File: config.mk
export PLATFORM = sky130hd
export DESIGN_NAME = fifo_fwft_reader
export DESIGN_NICKNAME = d
export VERILOG_FILES = /design/src/rtl/fifo_fwft_reader.sv
export SDC_FILE = /design/constraint.sdc
export NUM_CORES = 1
export LEC_CHECK = 0
export BUFFER_PORTS_ARGS = -buffer_cell sky130_fd_sc_hd__buf_4
export CAP_MARGIN = 10
export CORE_MARGIN = 4
export CORE_UTILIZATION = 51
export DETAILED_ROUTE_END_ITERATION = 10
export PLACE_DENSITY = 0.75
export SLEW_MARGIN = 5
export SYNTH_ARGS = -nofsm -noshare
export SYNTH_HDL_FRONTEND = slang
export SYNTH_SLANG_ARGS = --single-unit
File: constraint.sdc
create_clock -name clock -period 7.4 [get_ports clock]
set_clock_uncertainty 0.2 [all_clocks]
set_input_delay 2.22 -clock clock [delete_from_list [all_inputs] [get_ports clock]]
set_output_delay 2.22 -clock clock [all_outputs]
set_load 0.01 [all_outputs]
File: src/rtl/fifo_fwft_reader.sv
// Read-domain dequeue adapter: pops the async FIFO and presents a first-word-fall-through
// valid/ready stream through a 2-entry head/skid buffer. FIFO_FWFT_LEVEL_EN adds a level port.
module fifo_fwft_reader #(
    parameter int unsigned DATA_WIDTH = 8
) (
    input  logic                  clock,
    input  logic                  reset,
    input  logic                  fifo_empty,
    output logic                  fifo_inc,
    input  logic [DATA_WIDTH-1:0] fifo_data,
    output logic                  out_valid,
    output logic [DATA_WIDTH-1:0] out_data,
`ifdef FIFO_FWFT_LEVEL_EN
    output logic [1:0]            level,
`endif
    input  logic                  out_ready
);

    typedef enum logic [1:0] {StEmpty, StOne, StTwo} state_e;

    state_e                state_q, state_d;
    logic [DATA_WIDTH-1:0] head_q, head_d;
    logic [DATA_WIDTH-1:0] skid_q, skid_d;
    logic                  inflight_q, inflight_d;
    logic                  out_valid_q, out_valid_d;
    logic                  pop;
    logic                  arrive;
    logic [1:0]            count_q, count_d;
    logic [2:0]            pending;

    always_comb begin
        count_q = 2'd0;
        unique case (state_q)
            StOne:   count_q = 2'd1;
            StTwo:   count_q = 2'd2;
            default: count_q = 2'd0;
        endcase
    end

    assign pop    = out_valid_q && out_ready;
    assign arrive = inflight_q;

    // Words already owned by the adapter after this cycle's pop; pop implies count >= 1.
    assign pending  = {1'b0, count_q} + {2'b00, inflight_q} - {2'b00, pop};
    assign fifo_inc = !reset && !fifo_empty && (pending < 3'd2);

    always_comb begin
        state_d = state_q;
        head_d  = head_q;
        skid_d  = skid_q;
        unique case (state_q)
            StEmpty: begin
                if (arrive) begin
                    head_d  = fifo_data;
                    state_d = StOne;
                end
            end
            StOne: begin
                if (arrive && !pop) begin
                    skid_d  = fifo_data;
                    state_d = StTwo;
                end else if (arrive && pop) begin
                    head_d = fifo_data;
                end else if (pop) begin
                    state_d = StEmpty;
                end
            end
            StTwo: begin
                if (pop) begin
                    head_d = skid_q;
                    if (arrive) begin
                        skid_d = fifo_data;
                    end else begin
                        state_d = StOne;
                    end
                end
            end
            default: state_d = StEmpty;
        endcase
    end

    always_comb begin
        count_d = 2'd0;
        unique case (state_d)
            StOne:   count_d = 2'd1;
            StTwo:   count_d = 2'd2;
            default: count_d = 2'd0;
        endcase
    end

    assign inflight_d  = fifo_inc;
    assign out_valid_d = (state_d != StEmpty);

    always_ff @(posedge clock or posedge reset) begin
        if (reset) begin
            state_q     <= StEmpty;
            head_q      <= '0;
            skid_q      <= '0;
            inflight_q  <= 1'b0;
            out_valid_q <= 1'b0;
        end else begin
            state_q     <= state_d;
            head_q      <= head_d;
            skid_q      <= skid_d;
            inflight_q  <= inflight_d;
            out_valid_q <= out_valid_d;
        end
    end

    assign out_valid = out_valid_q;
    assign out_data  = head_q;

`ifdef FIFO_FWFT_LEVEL_EN
    logic [1:0] level_q, level_d;

    assign level_d = count_d + {1'b0, inflight_d};

    always_ff @(posedge clock or posedge reset) begin
        if (reset) begin
            level_q <= 2'd0;
        end else begin
            level_q <= level_d;
        end
    end

    assign level = level_q;
`endif

endmodule

==> results of run 1 <==
cell usage in the layout (no fill, tap or decap), drive strengths merged:
master / count
a22o: 1
nand2: 3
mux2: 24
o21ai: 5
fa: 1
xnor2: 2
clkbuf: 3
nand2b: 1
a21oi: 2
nor4b: 1
inv: 4
a31oi: 1
buf: 21
a21bo: 1
nor3: 1
bufinv: 1
dfrtp: 20
nor2: 2
cells by family (layout without fill, tap and decap cells):
logic type	Yosys count	in the layout	synth area share, %
buffers and inverters	5	29	2.73
muxes	24	24	28.4
DFF	20	20	51.9
xor gates and xnor gates	2	2	1.82
AOI/OAI and AO/OA	10	10	8.70
and+or+nand+nor	8	8	4.29
adders and majority gates	1	1	2.08
flip-flops by register name, indices dropped and copies added (netlist names):
signal     count
out_data       8
skid_q         8
state_q        2
arrive         1
out_valid      1
metrics by stage:
step	utilization, %	worst slack [ps]
2_1_floorplan	-	1230
3_3_place_gp	64.7	996
3_5_place_dp	64.7	944
4_1_cts	67.7	842
5_1_grt	67.7	732
6_report	67.7	852
worst max-delay path by stage:
stage | depth (start not counted) | end | slack (ps) | from
global placement | 8 | fifo_inc | 1000 | out_ready
CTS | 8 | fifo_inc | 840 | out_ready
detailed placement | 8 | fifo_inc | 940 | out_ready
global route | 8 | fifo_inc | 730 | out_ready
floorplan | 6 | fifo_inc | 1230 | out_ready
finish | 8 | fifo_inc | 850 | out_ready
power by group through the flow:
stage / Combinational [mW] / Clock (mW) / Sequential [mW]
after global placement: 0.197 / 0 / 0.194
after floorplan: 0.127 / 0 / 0.203
final: 0.202 / 0.0890 / 0.195
after CTS: 0.205 / 0.0906 / 0.195
after global routing: 0.222 / 0.0941 / 0.202
after detailed placement: 0.203 / 0 / 0.197
layout make-up:
cell class	instances	area, um2	share of cell area (%)
clock buffers	3	22.5	1.89
clock inverters	1	30.0	2.52
inverters	4	15.0	1.26
multi-input cells	45	437	36.6
flip-flops and latches	20	500	41.9
well taps	25	31.3	2.62
repair buffers	21	158	13.2
critical path: stages:
cell	delay [ps]
buf_4	130
a21bo_2	200
nor2_1	190
o21ai_0	160
fa_1	420
xnor2_1	150
nor4b_1	450
buf_4	210
metal layers:
layer	share of wire, %	vias to the layer above	wire length (um)	track usage [%]
met1	46	302	818	19.9
met2	48	17	849	23.9
li1	-	294	-	-
met5	0	-	0	0
met4	1.1	0	19	6.11
met3	4.7	4	83	3.50
==> metrics.txt, run 1 <==
FF-to-FF path depth=6; Initial DRC Count=5; Placer Congestion=0.766; Synth warnings=0; Syn-to-layout area delta=23.9%; share of flip-flops with an asynchronous set or reset=100%; synthesized cell area=963 um2; count of non-filler cells in the finished layout=119; I/O pins=22; Worst EP required=about 5000 ps; crit path DAT=between 4000 and 5000 ps; clock share of power=18.3%; die area=about 2600 um2; hpwl dp=about 1200 um; HP Start=skid_q[7]; CTS Buffer Depth=2; Row Count=15; most common cell in the netlist=mux2_2; nets@finish=between 100 and 150; critical path class=in -> out; starting density of the core=a little over half; die width=between 50 and 60 um; Worst Setup End Kind=output pin; maximum VDD drop=0.000262 V; Pleak=between 0.5 and 0.6 nW; fin. max-slew vios=0; register bit total from synthesis=20; first-pass GRT wire length=2940 um; initial antenna violation count=0; Routed wire per std cell=14.9 um; Clk Latency, worst-skew pair=300 ps; Sink Count=20; total power draw=0.486 mW; Tightest Pin Transition=roughly 720 ps; Final Cycle Share=88.5%; fraction of layout cells with a size suffix above 1=59.6%; Seq pwr share=between 40 and 50%; fin area=1190 um2; Main synth FF type=dfrtp_1; commonest cells in the netlist=mux2_2, dfrtp_1, inv_1, nand2_1, o21ai_0; Die H=51.5 um; flop2flop setup slack=roughly 5000 ps; largest net degree at the start of global routing=21; Setup-failing EPs final=0; hold endpoint=skid_q[7]; Max Cap Viol=0; clk root buf=clkbuf_4; Tot GR Track Use=15.1%; Vias/cell=5.18; Synth top area share=between 50% and 60%; # port buffers=21; WL final=roughly 1800 um; core area=1760 um2; DRC viols=0; Post-Syn Nets=83; fmax=153 MHz; RSZ-0062 raised after global routing=false; total CTS buffers=3; hold path cells=1; Placed Area=roughly 1100 um2; post-synthesis cell type count=19; reg2reg start=out_valid; sw frac=31.1%; cell taking the most area after synthesis=dfrtp_1; Syn Inst Count=70; DRT Pass-1 Iters=3; via count=between 600 and 700; Hold Buf Count CTS=0; sequential fraction of the synthesis area=51.9%; power density cells=407 nW/um2; grt ovf=0; RR Endpoint=arrive; Logic pwr share=41.5%; clock slew at the register clock pins of the worst setup and hold paths=120 ps; crit start category=input port; vias in the first global route=652; # diodes=0; H-Tree Depth=1; Int Power=0.335 mW; setup TNS=0 ps; Tmin final=6550 ps; hold slack=315 ps; outcome=finished, final reports clean; Routed Antenna Nets=0; switching pwr=~0.15 mW; placed cells=115; syn_area_per_cell=13.8 um2; Post-synth EDFFs=0; max_slew headroom=51.7%; post_cts resized=0; Layout fillers=147; Post-CTS Setup Bufs=0; final hold vios=0; worst hold-check path type=reg -> reg; TritonCTS clock tree=done; synth top area cells=dfrtp_1, mux2_2, a31oi_4; CP max FO=3
Note: power is estimated with default switching activity, not from simulation.
==> run 2, diff against run 1 <==
--- a/config.mk
+++ b/config.mk
@@ -10,6 +10,7 @@
 export CORE_MARGIN = 4
 export CORE_UTILIZATION = 51
 export DETAILED_ROUTE_END_ITERATION = 10
+export MAX_ROUTING_LAYER = met4
 export PLACE_DENSITY = 0.75
 export SLEW_MARGIN = 5
 export SYNTH_ARGS = -nofsm -noshare
==> run 2 against run 1 <==
Worst setup slack barely moved; sequential power hardly changed; flip-flop and latch count did not move; via count unchanged; hold slack about the same; power barely moved; critical path depth unchanged; fmax barely moved; count of clock-buffer cells in the layout unchanged; routed wire length rose by 0.11%; largest cell class unchanged; largest power group unchanged.
==> metrics.txt, run 2 (synthesis gave the netlist of run 1 again) <==
outcome=finished, final reports clean; via count=617 (unchanged); hpwl dp=1210 um (unchanged); Placer Congestion=0.777 (+1.3%); Tmin final=6550 ps (+0.207 ps); Hold Buf Count CTS=0 (unchanged); crit-path cells=buf_4 -> a21bo_2 -> nor2_1 -> o21ai_0 -> fa_1 -> xnor2_1 -> nor4b_1 -> buf_4; DRC viols=0 (unchanged); # port buffers=21 (unchanged); clock slew at the register clock pins of the worst setup and hold paths=110 ps (about the same); Vias/cell=5.18 (unchanged); nets@finish=108 (unchanged); power density cells=407 nW/um2 (about the same); Crit path largest cell delay=450 ps (about the same); Layout fillers=147 (unchanged); core area=1760 um2 (unchanged); critical path class=in -> out; Worst Path Buf+Inv=2 (unchanged); starting density of the core=54.6% (unchanged); top cell family by delay on the critical path=simple AND/OR/NAND/NOR gates; # diodes=0 (unchanged); met2 wire len=850 um (+0.12%); worst hold-check path type=reg -> reg; clk root buf=clkbuf_4; final worst slack=851 ps (-0.207 ps); hold slack=315 ps (-0.115 ps); Routed wire per std cell=14.9 um (+0.11%); Initial DRC Count=5 (unchanged); Pleak=0.556 nW (unchanged); largest net degree at the start of global routing=21 (unchanged); Tightest Pin Transition=724 ps (-0.201 ps); Met1 Wirelength=825 um (+0.86%); I/O pins=22 (unchanged); Post-CTS Setup Bufs=0 (unchanged); Worst EP required=4980 ps (about the same); H-Tree Depth=1 (unchanged); top sig layer=met4; first-pass GRT wire length=2940 um (unchanged); CTS Buffer Depth=2 (unchanged); fmax=153 MHz (about the same); most common cell after layout, fill and taps aside=mux2_2; Routed Antenna Nets=0 (unchanged); fraction of layout cells with a size suffix above 1=59.6% (unchanged); Post-Place Worst Slack=944 ps (unchanged); setup TNS=0 ps (unchanged); Setup-failing EPs final=0 (unchanged); DRT Pass-1 Iters=3 (unchanged); crit start category=input port; Row Count=15 (unchanged); RSZ-0062 raised after global routing=false; Tot GR Track Use=15.5% (+0.40 points); Max Cap Viol=0 (unchanged); CP max stage cell=nor4b_1; final hold vios=0 (unchanged); Die H=51.5 um (unchanged); vias in the first global route=650 (-0.31%); WL final=1770 um (+0.11%); TritonCTS clock tree=done; crit path DAT=4130 ps (about the same); max_slew headroom=51.7% (about the same); post_cts resized=0 (unchanged); Crit path top cell by count=buf_4; Final Cycle Share=88.5% (about the same); grt ovf=0 (unchanged); Syn-to-layout area delta=23.9% (unchanged); Placed Area=1140 um2 (unchanged); maximum VDD drop=0.000262 V (about the same); Worst Setup End Kind=output pin; wire length on met3=77 um (-7.2%); fin area=1190 um2 (unchanged); die area=2650 um2 (unchanged); fin. max-slew vios=0 (unchanged); most frequent cells in the layout=mux2_2, buf_4, dfrtp_1; Clk Latency, worst-skew pair=300 ps (about the same); Multi-input gate area=437 um2 (unchanged); die width=51.5 um (unchanged); total CTS buffers=3 (unchanged); initial antenna violation count=0 (unchanged); Sink Count=20 (unchanged); CP max FO=3 (unchanged); FF/Latch Area=500 um2 (unchanged)
-- run 2: cell counts in the layout (fill, tap and decap cells not counted) --
Identical to the previous run, type by type.
-- run 2: stage by stage --
step           utilization (%)  total power [mW]  instances
5_1_grt                   67.7             0.518        119
3_5_place_dp              64.7             0.400        115
2_1_floorplan                -             0.330         70
6_report                  67.7             0.486        119
3_3_place_gp              64.7             0.391        115
4_1_cts                   67.7             0.490        119
-- run 2: path summary, 6_finish.rpt --
| check | cells past startpoint | startpoint | slack [ps] | end |
|---|---|---|---|---|
| min | 1 | skid_q[7] | 310 | skid_q[7] |
| max in group asynchronous | 2 | reset | 4700 | out_data[0] |
| min reg2reg | 1 | skid_q[7] | 310 | skid_q[7] |
| max reg2reg | 6 | out_valid | 4990 | arrive |
| max | 8 | out_ready | 850 | fifo_inc |
| min in group asynchronous | 2 | reset | 1840 | state_q[1] |
-- run 2: cell type report --
| cell class | instances | area share, % |
|---|---|---|
| sequential | 20 | 41.9 |
| multi-input combinational | 45 | 36.6 |
| timing repair buffer | 21 | 13.2 |
| tap | 25 | 2.62 |
| clock inverter | 1 | 2.52 |
| clock buffer | 3 | 1.89 |
| inverter | 4 | 1.26 |
-- run 2: worst reg2reg max path: stages (launching register included) --
cell     delay, ps
dfrtp_1        440
a21bo_2        250
nor2_1         190
o21ai_0        160
fa_1           420
xnor2_1        150
nor4b_1        450
-- run 2: metal layers --
layer / up-vias / global-route usage (%)
met5: - / -
met4: 0 / 6.11
met3: 4 / 3.21
met2: 17 / 23.9
met1: 301 / 20.1
li1: 295 / -
-- run 2: power breakdown --
| part | internal [mW] | switching (mW) |
|---|---|---|
| Clock | 0.0547 | 0.0342 |
| Sequential | 0.162 | 0.0333 |
| Combinational | 0.118 | 0.0837 |
==> run 3, diff against run 2 <==
--- a/config.mk
+++ b/config.mk
@@ -6,10 +6,10 @@
 export NUM_CORES = 1
 export LEC_CHECK = 0
 export BUFFER_PORTS_ARGS = -buffer_cell sky130_fd_sc_hd__buf_4
-export CAP_MARGIN = 10
 export CORE_MARGIN = 4
 export CORE_UTILIZATION = 51
 export DETAILED_ROUTE_END_ITERATION = 10
+export GPL_TIMING_DRIVEN = 0
 export MAX_ROUTING_LAYER = met4
 export PLACE_DENSITY = 0.75
 export SLEW_MARGIN = 5
==> run 3 against run 2 <==
Fmax rose by 2.5%; via count fell by 2.1%; clock power fell by 2.7%; final cell count rose by 0.84%; largest power group unchanged.
==> metrics.txt, run 3 (synthesis gave the netlist of run 1 again) <==
outcome=finished, final reports clean; vias in the first global route=611 (-6.0%); largest net degree at the start of global routing=21 (unchanged); starting density of the core=54.6% (unchanged); fin. max-slew vios=0 (unchanged); DRC viols=0 (unchanged); Sink Count=20 (unchanged); post_cts resized=0 (unchanged); critical path class=in -> out; CP max stage cell=fa_1; clk root buf=clkbuf_4; # port buffers=21 (unchanged); top sig layer=met4; fin area=1200 um2 (+0.94%); Routed wire per std cell=13.4 um (-10%); Pleak=0.562 nW (+1.1%); Setup-failing EPs final=0 (unchanged); # diodes=0 (unchanged); maximum VDD drop=0.000284 V (+8.1%); fraction of layout cells with a size suffix above 1=60.0% (+0.43 points); via count=604 (-2.1%); Met1 Wirelength=720 um (-13%); first-pass GRT wire length=2900 um (-1.2%); Vias/cell=5.03 (-2.9%); grt ovf=0 (unchanged); wire length on met3=100 um (+30%); most common cell after layout, fill and taps aside=mux2_2; nets@finish=109 (+0.93%); Placer Congestion=0.815 (+5.0%); Final Cycle Share=86.3% (-2.1 points); die width=51.5 um (unchanged); Max Cap Viol=0 (unchanged); clock slew at the register clock pins of the worst setup and hold paths=110 ps (about the same); Tmin final=6390 ps (-159 ps); Row Count=15 (unchanged); setup TNS=0 ps (unchanged); Tightest Pin Transition=734 ps (+10.0 ps); Syn-to-layout area delta=25.1%; Post-CTS Setup Bufs=0 (unchanged); total power draw=0.482 mW (-0.81%); total CTS buffers=3 (unchanged); Routed Antenna Nets=0 (unchanged); crit-path cells=buf_4 -> a21bo_2 -> nor2_1 -> o21ai_0 -> fa_1 -> xnor2_1 -> nor4b_1 -> buf_4; Clk Latency, worst-skew pair=290 ps (about the same); flop2flop setup slack=5160 ps (+170 ps); Tot GR Track Use=15.2% (-0.30 points); Die H=51.5 um (unchanged); met2 wire len=775 um (-8.8%); CP max FO=3 (unchanged); die area=2650 um2 (unchanged); RSZ-0062 raised after global routing=false; fmax=157 MHz (+2.5%); Crit path largest cell delay=430 ps (-20 ps); Placed Area=1150 um2 (+0.99%); power density cells=400 nW/um2 (-1.7%); crit start category=input port; I/O pins=22 (unchanged); Initial DRC Count=3 (-2); max_slew headroom=51.0% (-0.67 points); TritonCTS clock tree=done; final hold vios=0 (unchanged); Hold Buf Count CTS=0 (unchanged); H-Tree Depth=1 (unchanged); CTS Buffer Depth=2 (unchanged); placed cells=116 (+0.87%); worst hold-check path type=reg -> reg; hpwl dp=1180 um (-2.8%); WL final=1610 um (-9.3%); Worst Setup End Kind=output pin; most frequent cells in the layout=mux2_2, buf_4, dfrtp_1; DRT Pass-1 Iters=4 (+1); Worst EP required=4980 ps (about the same); Crit path top cell by count=buf_4; core area=1760 um2 (unchanged); initial antenna violation count=0 (unchanged); crit path DAT=3970 ps (-160 ps); count of non-filler cells in the finished layout=120 (+0.84%)
==> run 3: worst max-delay path: cells and delay by family <==
family          cells  cell delay (ps)
simple gates        2              510
buf+inv             2              330
compound gates      2              360
xor+xnor            1              140
fa+ha+maj           1              430
==> run 3: power breakdown <==
| group | switching, mW | internal [mW] |
|---|---|---|
| Combinational | 0.0804 | 0.121 |
| Sequential | 0.0325 | 0.162 |
| Clock | 0.0319 | 0.0547 |
| Total | 0.145 | 0.338 |
==> run 3: stage by stage <==
stage               hold WS (ps)  setup slack, ps  util, %
finish                       312             1010     68.3
global route                 339              822     68.3
CTS                          318              991     68.3
detailed placement           289              977     65.3
global placement             283              945     65.3
floorplan                    275             1230        -
==> run 3: layout make-up <==
cell class,instances,area (um2)
tap,25,31.3
multi-input combinational,45,437
timing repair buffer,21,158
clock inverter,1,30.0
inverter,4,15.0
fill,143,559
buffer,1,11.3
clock buffer,3,22.5
sequential,20,500
==> run 3: routing by layer <==
layer / GRT usage [%] / vias up
met5: - / -
met4: 3.93 / 0
met3: 3.50 / 2
met2: 24.2 / 15
met1: 19.8 / 291
li1: - / 296
==> run 3: path summary, 6_finish.rpt <==
path / from / endpoint / depth (start not counted)
setup / recovery: out_ready / fifo_inc / 8
hold / removal: skid_q[3] / skid_q[3] / 1
setup reg to reg: out_valid / arrive / 6
hold reg to reg: skid_q[3] / skid_q[3] / 1
max in group asynchronous: reset / out_data[7] / 2
min in group asynchronous: reset / state_q[1] / 2
